[src/rtl/reg32_pkg.sv]
// rtl/reg32_pkg.sv - shared defaults for the reg32 storage register
package reg32_pkg;

    localparam int unsigned REG32_DEFAULT_WIDTH = 32;

endpackage

[src/rtl/reg32.sv]
// rtl/reg32.sv - single-word register with write enable and synchronous clear
module reg32
    import reg32_pkg::*;
#(
    parameter int unsigned             WIDTH       = REG32_DEFAULT_WIDTH,
    parameter logic [WIDTH-1:0]        RESET_VALUE = '0
) (
    input  logic             clk,
    input  logic             reset,
    input  logic             wen,
    input  logic [WIDTH-1:0] writedata,
    output logic [WIDTH-1:0] readdata
);

    logic [WIDTH-1:0] data_q;
    logic [WIDTH-1:0] data_d;

    always_comb begin
        data_d = data_q;
        if (wen) begin
            data_d = writedata;
        end
    end

    // Reset wins over a concurrent write; the write is simply dropped.
    always_ff @(posedge clk) begin
        if (reset) begin
            data_q <= RESET_VALUE;
        end else begin
            data_q <= data_d;
        end
    end

    assign readdata = data_q;

endmodule

[config.mk]
export PLATFORM = sky130hd
export DESIGN_NAME = reg32
export DESIGN_NICKNAME = d
export VERILOG_FILES = /design/src/rtl/reg32_pkg.sv /design/src/rtl/reg32.sv
export SDC_FILE = /design/constraint.sdc
export NUM_CORES = 1
export LEC_CHECK = 0
export ABC_AREA = 1
export BUFFER_PORTS_ARGS = -buffer_cell sky130_fd_sc_hd__clkbuf_2
export CAP_MARGIN = 20
export CORE_MARGIN = 4
export CORE_UTILIZATION = 48
export DETAILED_ROUTE_END_ITERATION = 8
export PLACE_DENSITY = 0.81
export SETUP_SLACK_MARGIN = 0.05
export SYNTH_ARGS = -nofsm -noshare
export SYNTH_HDL_FRONTEND = slang
export SYNTH_SLANG_ARGS = --single-unit
[constraint.sdc]
create_clock -name clk -period 1.4 [get_ports clk]
set_input_delay 0.21 -clock clk [delete_from_list [all_inputs] [get_ports clk]]
set_output_delay 0.21 -clock clk [all_outputs]
set_load 0.02 [all_outputs]
# Word level (Yosys, flattened, before mapping)
# Cells that the tools add are included.
[totals] regBits=32 input_bits=35 out_inout_bits=32 wordCells=1

# Logic depth before layout (Yosys ltp)
# Gate-level depths: netlist (run 1).
[logic_depth] ltp_word=0 mapped_depth=5 depth_no_buf=4

# Least setup slack after synthesis (run 1)
# Ideal clock, no wire load.
[synth_path] path_kind="input-to-reg" from="input port wen" to="register data_q[10] (netlist: readdata[10])" setup_time_ns=0.113 arrival_time_ns=0.591 required_ns=1.287 slack_ns=0.696 path_stages=4 n_path_buf=2 cell_sequence="buf_6 buf_6 nor2_1 nor2_1"
[synth_lines] item="from (decl)" line_no="reg32.sv:10" rtl="input logic wen,"
[synth_lines] item="to (signal assigned)" line_no="reg32.sv:30" rtl="data_q <= data_d;"
[synth_lines] item="to (decl)" line_no="reg32.sv:15" rtl="logic [WIDTH-1:0] data_q;"

# Worst setup path in the final report (run 1)
[layout_path] from="register data_q[29] (netlist: readdata[29])" to="output port readdata[29]"
[layout_lines] item="to (decl)" line_no="reg32.sv:12" rtl="output logic [WIDTH-1:0] readdata"
# No word-level cell between the ends.

==> impl_metrics.yaml, run 1 <==
logic_synthesis:
  synth_cell_type_count: 6
  synth-seq-area-share: 0.479
  ys_seq_elements: 32
  synth.avg_cell_area_um2: 6.59
  syn_inst: 203
  yosysTopAreaCell: "dfxtp_1"
  syn-num-nets: 238
  ys_top_cells_by_area: "dfxtp_1, nand2_1, nor2_1, inv_1, buf_6"
  synth_area_um2: 1340
  synth.top_cell.area_share: 0.479
  yosys_warnings: 0
timing:
  setup_viol: 0
  relSlewSlack: 0.793
  hold_viol_final: 0
  rsz0062_at_grt: "false"
  fin_skew_ps: 0
  slew_viol_final: 0
  tightest_slew_ps: 311
  max_freq_ghz: 0.959
  worst_slack_ps: 357
  fin_crit_sh: 0.745
  period_minus_slack_ps: 1040
  worst_hold_slack_ps: 163
  setup_tns_ps: 0
global_route:
  grt_max_degree: 65
  grt_pass1_wl_mm: 4.21
  antenna_found_initial: 0
  grt_pass1_vias: 1050
  grtUsageTotal: 0.149
  gr-total-overflow: 0
worst_hold_path:
  worstHoldStart: "writedata[4]"
  min_path_cells: 5
  min_path_type: "input port to register"
critical_path:
  cp-end-kind: "primary output"
  r2r_cells: 2
  cp_slowest_cell: "dfxtp_1"
  r2r_start: "readdata[29]"
  critPathBufInv: 1
  cp-start-kind: "register"
  crit_fanout: 2
  worst_ep_arrival_time_ps: 830
  r2r_slack_ps: 830
  cp_top_family: "flip-flops"
  crit_path_end: "readdata[29]"
  cp.depth: 1
  max_stage_delay_ps: 350
  startpoint: "readdata[29]"
  r2r_end: "readdata[29]"
  required_ps: 1190
  worstPathCellList: "clkbuf_2"
  worstSetupPathType: "register to primary output"
clock_network:
  cts_resized: 0
  cts_buffers: 5
  clk_latency_ps: 310
  cts_buffer_depth: 2
  htree_levels: 2
  clk_pin_slew_ps: 90
  cts_hold_buf: 0
  cts_tree: "yes"
  cts_sinks: 32
  root_buffer: "clkbuf_4"
  post_cts_buffers: 0
floorplanning:
  die-height_um: 60.8
  rows: 18
  io_pins: 67
  die_w_um: 60.8
  die-area_um2: 3700
  start_util: 0.521
  coreArea_um2: 2570
final_layout:
  instances_no_fill: 298
  num_antenna_cells: 0
  mostFrequentLayoutCells: "clkbuf_2, nor2_1, nand2_1"
  fillers: 274
  largest_reg_flops: 32
  final_layout_size_suffix_gt1_frac: 0.276
  syn2layout_area_growth_pct: 26.0
  fin_nets: 303
  final_common_cell: "clkbuf_2"
placement:
  dpl_worst_slack_ps: 498
  placedCellCount: 291
  dp_hpwl_mm: 1.92
  io_buffers: 66
  place_congestion: 0.726
routing:
  drtIter0Drc: 55
  wirelength_mm: 2.63
  drtAntennaViolNets: 0
  firstDrtPassIters: 4
  routedWlPerCell_um: 8.82
  viasPerCell: 4.31
  via_count: 1283
  post-route-drc-count: 0
power_and_ir_drop:
  power_uw: 1810
  leakagePower_uw: 0.00106
  ir_worst_vdd_mv: 0.813
  p_per_area_nw_per_um2: 1070
run_status:
  outcome: "complete, no violations"
job:
  cap_violations: 0
[worst min-delay path: stages]
cell and delay [ps]:
clkbuf_2 80, inv_1 40, nand2_1 40, nand2_1 50, nor2_1 30
[cell usage after synthesis]
master	instances
inv_1	33
dfxtp_1	32
buf_2	3
buf_6	7
nor2_1	64
nand2_1	64
[stage by stage]
| step | area (um2) | utilization |
|---|---|---|
| 6_report | 1690 | 0.657 |
| 5_1_grt | 1690 | 0.657 |
| 4_1_cts | 1690 | 0.657 |
| 3_5_place_dp | 1640 | 0.639 |
| 3_3_place_gp | 1640 | 0.639 |
| 2_1_floorplan | 1340 | - |
[where the power goes]
part           switching, uW  internal, uW
Clock                    267           185
Sequential              31.7           974
Combinational            214           135
Total                    512          1290
[worst min path at each step]
stage                               to  slack, ps
after CTS                 readdata[16]        150
final                      readdata[4]        160
after detailed placement  readdata[20]        460
after global routing      readdata[15]        160
after global placement    readdata[15]        460
after floorplan           readdata[29]        390
[cells by family after synthesis]
| kind of cell | synth area share |
|---|---|
| simple gates | 0.359 |
| flops | 0.479 |
| buf+inv | 0.163 |
[per-layer routing]
layer	track usage	vias up	routed length (um)
met3	0.0468	5	243
met5	0	-	0
li1	-	701	-
met2	0.232	45	1230
met4	0.0650	0	41
met1	0.190	532	1120
[layout make-up]
type	count	area [um2]	area share
Tap cell	30	37.5	0.0223
Clock buffer	6	41.3	0.0245
Clock inverter	1	5.00	0.00297
Inverter	33	124	0.0734
Multi-Input combinational cell	128	480	0.285
Timing Repair Buffer	68	358	0.212
Sequential cell	32	641	0.380
No activity file was read; power rests on OpenSTA's default activity.
==> inputs of run 2 (changes only) <==
--- a/config.mk
+++ b/config.mk
@@ -5,13 +5,13 @@
 export SDC_FILE = /design/constraint.sdc
 export NUM_CORES = 1
 export LEC_CHECK = 0
-export ABC_AREA = 1
+export ABC_AREA = 0
 export BUFFER_PORTS_ARGS = -buffer_cell sky130_fd_sc_hd__clkbuf_2
 export CAP_MARGIN = 20
 export CORE_MARGIN = 4
-export CORE_UTILIZATION = 48
+export CORE_UTILIZATION = 38
 export DETAILED_ROUTE_END_ITERATION = 8
-export PLACE_DENSITY = 0.81
+export PLACE_DENSITY = 0.72
 export SETUP_SLACK_MARGIN = 0.05
 export SYNTH_ARGS = -nofsm -noshare
 export SYNTH_HDL_FRONTEND = slang
==> constraint.sdc (replaced) <==
create_clock -name clk -period 0.89 [get_ports clk]
set_input_delay 0.1335 -clock clk [delete_from_list [all_inputs] [get_ports clk]]
set_output_delay 0.1335 -clock clk [all_outputs]
set_load 0.02 [all_outputs]
==> run 2 against run 1 <==
- non-clock buffer count is 5 higher
- synthesized cell count is 49% lower
- highest routed layer unchanged
- largest cell class is now buffers
- the run now ends with setup timing left
- cell count is 30% lower
- combinational power is 87% higher
==> impl_metrics.yaml, run 2 <==
run_status:
  outcome: "finished, violations left"
  failed_checks: "setup timing"
critical_path:
  worst_ep_arrival_time_ps: 810
  cp_top_family: "flip-flops"
  max_stage_delay_ps: 370
  cp_slowest_cell: "dfxtp_2"
  crit_fanout: 2
  critPathBufInv: 1
  required_ps: 760
  worstSetupPathType: "register to primary output"
  worstPathCellList: "buf_8"
  cp-end-kind: "primary output"
  cp-start-kind: "register"
power_and_ir_drop:
  leakagePower_uw: 0.000983
  ir_worst_vdd_mv: 1.20
  power_uw: 3320
  p_per_area_nw_per_um2: 1690
global_route:
  grtUsageTotal: 0.160
  grt_pass1_wl_mm: 4.89
  gr-total-overflow: 0
  antenna_found_initial: 0
  grt_max_degree: 30
  grt_pass1_vias: 1079
final_layout:
  largest_reg_flops: 32
  syn2layout_area_growth_pct: 68.8
  fin_nets: 211
  num_antenna_cells: 0
  final_common_cell: "clkbuf_2"
  final_layout_size_suffix_gt1_frac: 0.633
  mostFrequentLayoutCells: "clkbuf_2, mux2i_1, nor2_1, buf_8, dfxtp_2"
  fillers: 208
placement:
  place_congestion: 0.647
  dp_hpwl_mm: 2.02
  io_buffers: 66
logic_synthesis:
  syn-num-nets: 138
  ys_top_cells_by_area: "dfxtp_1, mux2i_1, nor2_1, buf_12, buf_6"
  synth_cell_type_count: 6
  synth.avg_cell_area_um2: 11.3
  synth-seq-area-share: 0.551
  synth_ff_type: "dfxtp_1"
  synth.top_cell.area_share: 0.551
  yosys_warnings: 0
  synth_edf_count: 0
  synth_area_um2: 1160
  yosysTopAreaCell: "dfxtp_1"
  synthTopCellsByCount: "dfxtp_1, mux2i_1, nor2_1, buf_12, clkbuf_1"
  ys_seq_elements: 32
  async_reset_ff_frac: 0
  syn_inst: 103
timing:
  period_minus_slack_ps: 943
  fin_skew_ps: 0
  max_freq_ghz: 1.06
  rsz0062_at_grt: "true"
  slew_viol_final: 0
  relSlewSlack: 0.876
  tightest_slew_ps: 180
  hold_viol_final: 0
  fin_crit_sh: 1.06
  worst_hold_slack_ps: 39.8
  worst_slack_ps: -53.5
  setup_viol: 32
floorplanning:
  io_pins: 67
  start_util: 0.411
  rows: 19
  die-area_um2: 4010
  die_w_um: 63.3
  die-height_um: 63.3
  coreArea_um2: 2830
routing:
  wirelength_mm: 3.01
  post-route-drc-count: 0
  via_count: 979
  viasPerCell: 4.71
  routedWlPerCell_um: 14.5
  drtAntennaViolNets: 0
  firstDrtPassIters: 3
  drtIter0Drc: 13
clock_network:
  cts_sinks: 32
  cts_tree: "yes"
  cts_buffers: 5
  clk_pin_slew_ps: 100
  cts_buffer_depth: 2
  clk_latency_ps: 320
  root_buffer: "clkbuf_4"
  htree_levels: 2
job:
  cap_violations: 0
worst_hold_path:
  min_path_type: "input port to register"
-- run 2: changes by cell type after synthesis --
cell / previous run / this run
nor2_1: 64 / 32
nand2_1: 64 / 0
buf_6: 7 / 1
inv_1: 33 / 0
buf_12: 0 / 3
clkbuf_1: 0 / 3
mux2i_1: 0 / 32
buf_2: 3 / 0
-- run 2: per-layer routing --
metal / GRT usage / vias up / share of wire
li1: - / 481 / -
met1: 0.153 / 446 / 0.35
met2: 0.295 / 44 / 0.56
met3: 0.0622 / 8 / 0.071
met4: 0.0809 / 0 / 0.023
met5: 0 / - / 0
-- run 2: kinds of logic (layout without fill, tap and decap cells) --
| family | after synthesis | in the layout | share of synthesized area |
|---|---|---|---|
| buffers and inverters | 7 | 81 | 0.0710 |
| and+or+nand+nor | 32 | 32 | 0.103 |
| muxes | 32 | 32 | 0.275 |
| DFF | 32 | 32 | 0.551 |
-- run 2: layout make-up --
class	instances	area, um2	share of cell area
repair buffers	73	728	0.371
flip-flops and latches	32	681	0.346
multi-input cells	64	440	0.224
clock buffers	6	41.3	0.0210
well taps	31	38.8	0.0197
clock inverters	2	35.0	0.0178
-- run 2: repair_timing --
item | CTS | global route
pin swaps | 0 | 0
hold buffers | 0 | 0
buffers inserted | 2 | 2
gates resized for setup | 96 | 32
setup endpoints to repair | 32 | 32
-- run 2: report_power, final --
part	switching, uW	leakage, uW	internal, uW
sequential	78.9	0.000275	1540
clock	466	0.0000422	589
combinational	273	0.000665	378
-- run 2: final timing paths --
path,startpoint,end,slack (ps),cells after the start
hold / removal,writedata[21],readdata[21],40,3
hold reg to reg,readdata[5],readdata[5],520,2
setup / recovery,readdata[22],readdata[22],-50,1
setup reg to reg,readdata[1],readdata[1],100,3
-- run 2: tightest hold or removal path: cells and delay by family --
kind                   cells  cell delay [ps]
buffers and inverters      1               80
muxes                      1               50
and+or+nand+nor            1               70
-- run 2: per-stage QoR --
stage | utilization | instance area [um2] | setup slack (ps) | setup TNS (ps) | cells
finish | 0.694 | 1960 | -53.5 | -1140 | 208
global route | 0.694 | 1960 | -94.9 | -2670 | 208
CTS | 0.675 | 1910 | -88.9 | -2400 | 206
detailed placement | 0.529 | 1500 | 25.2 | 0 | 196
global placement | 0.529 | 1500 | 58.4 | 0 | 196
floorplan | - | 1160 | 164 | 0 | 103
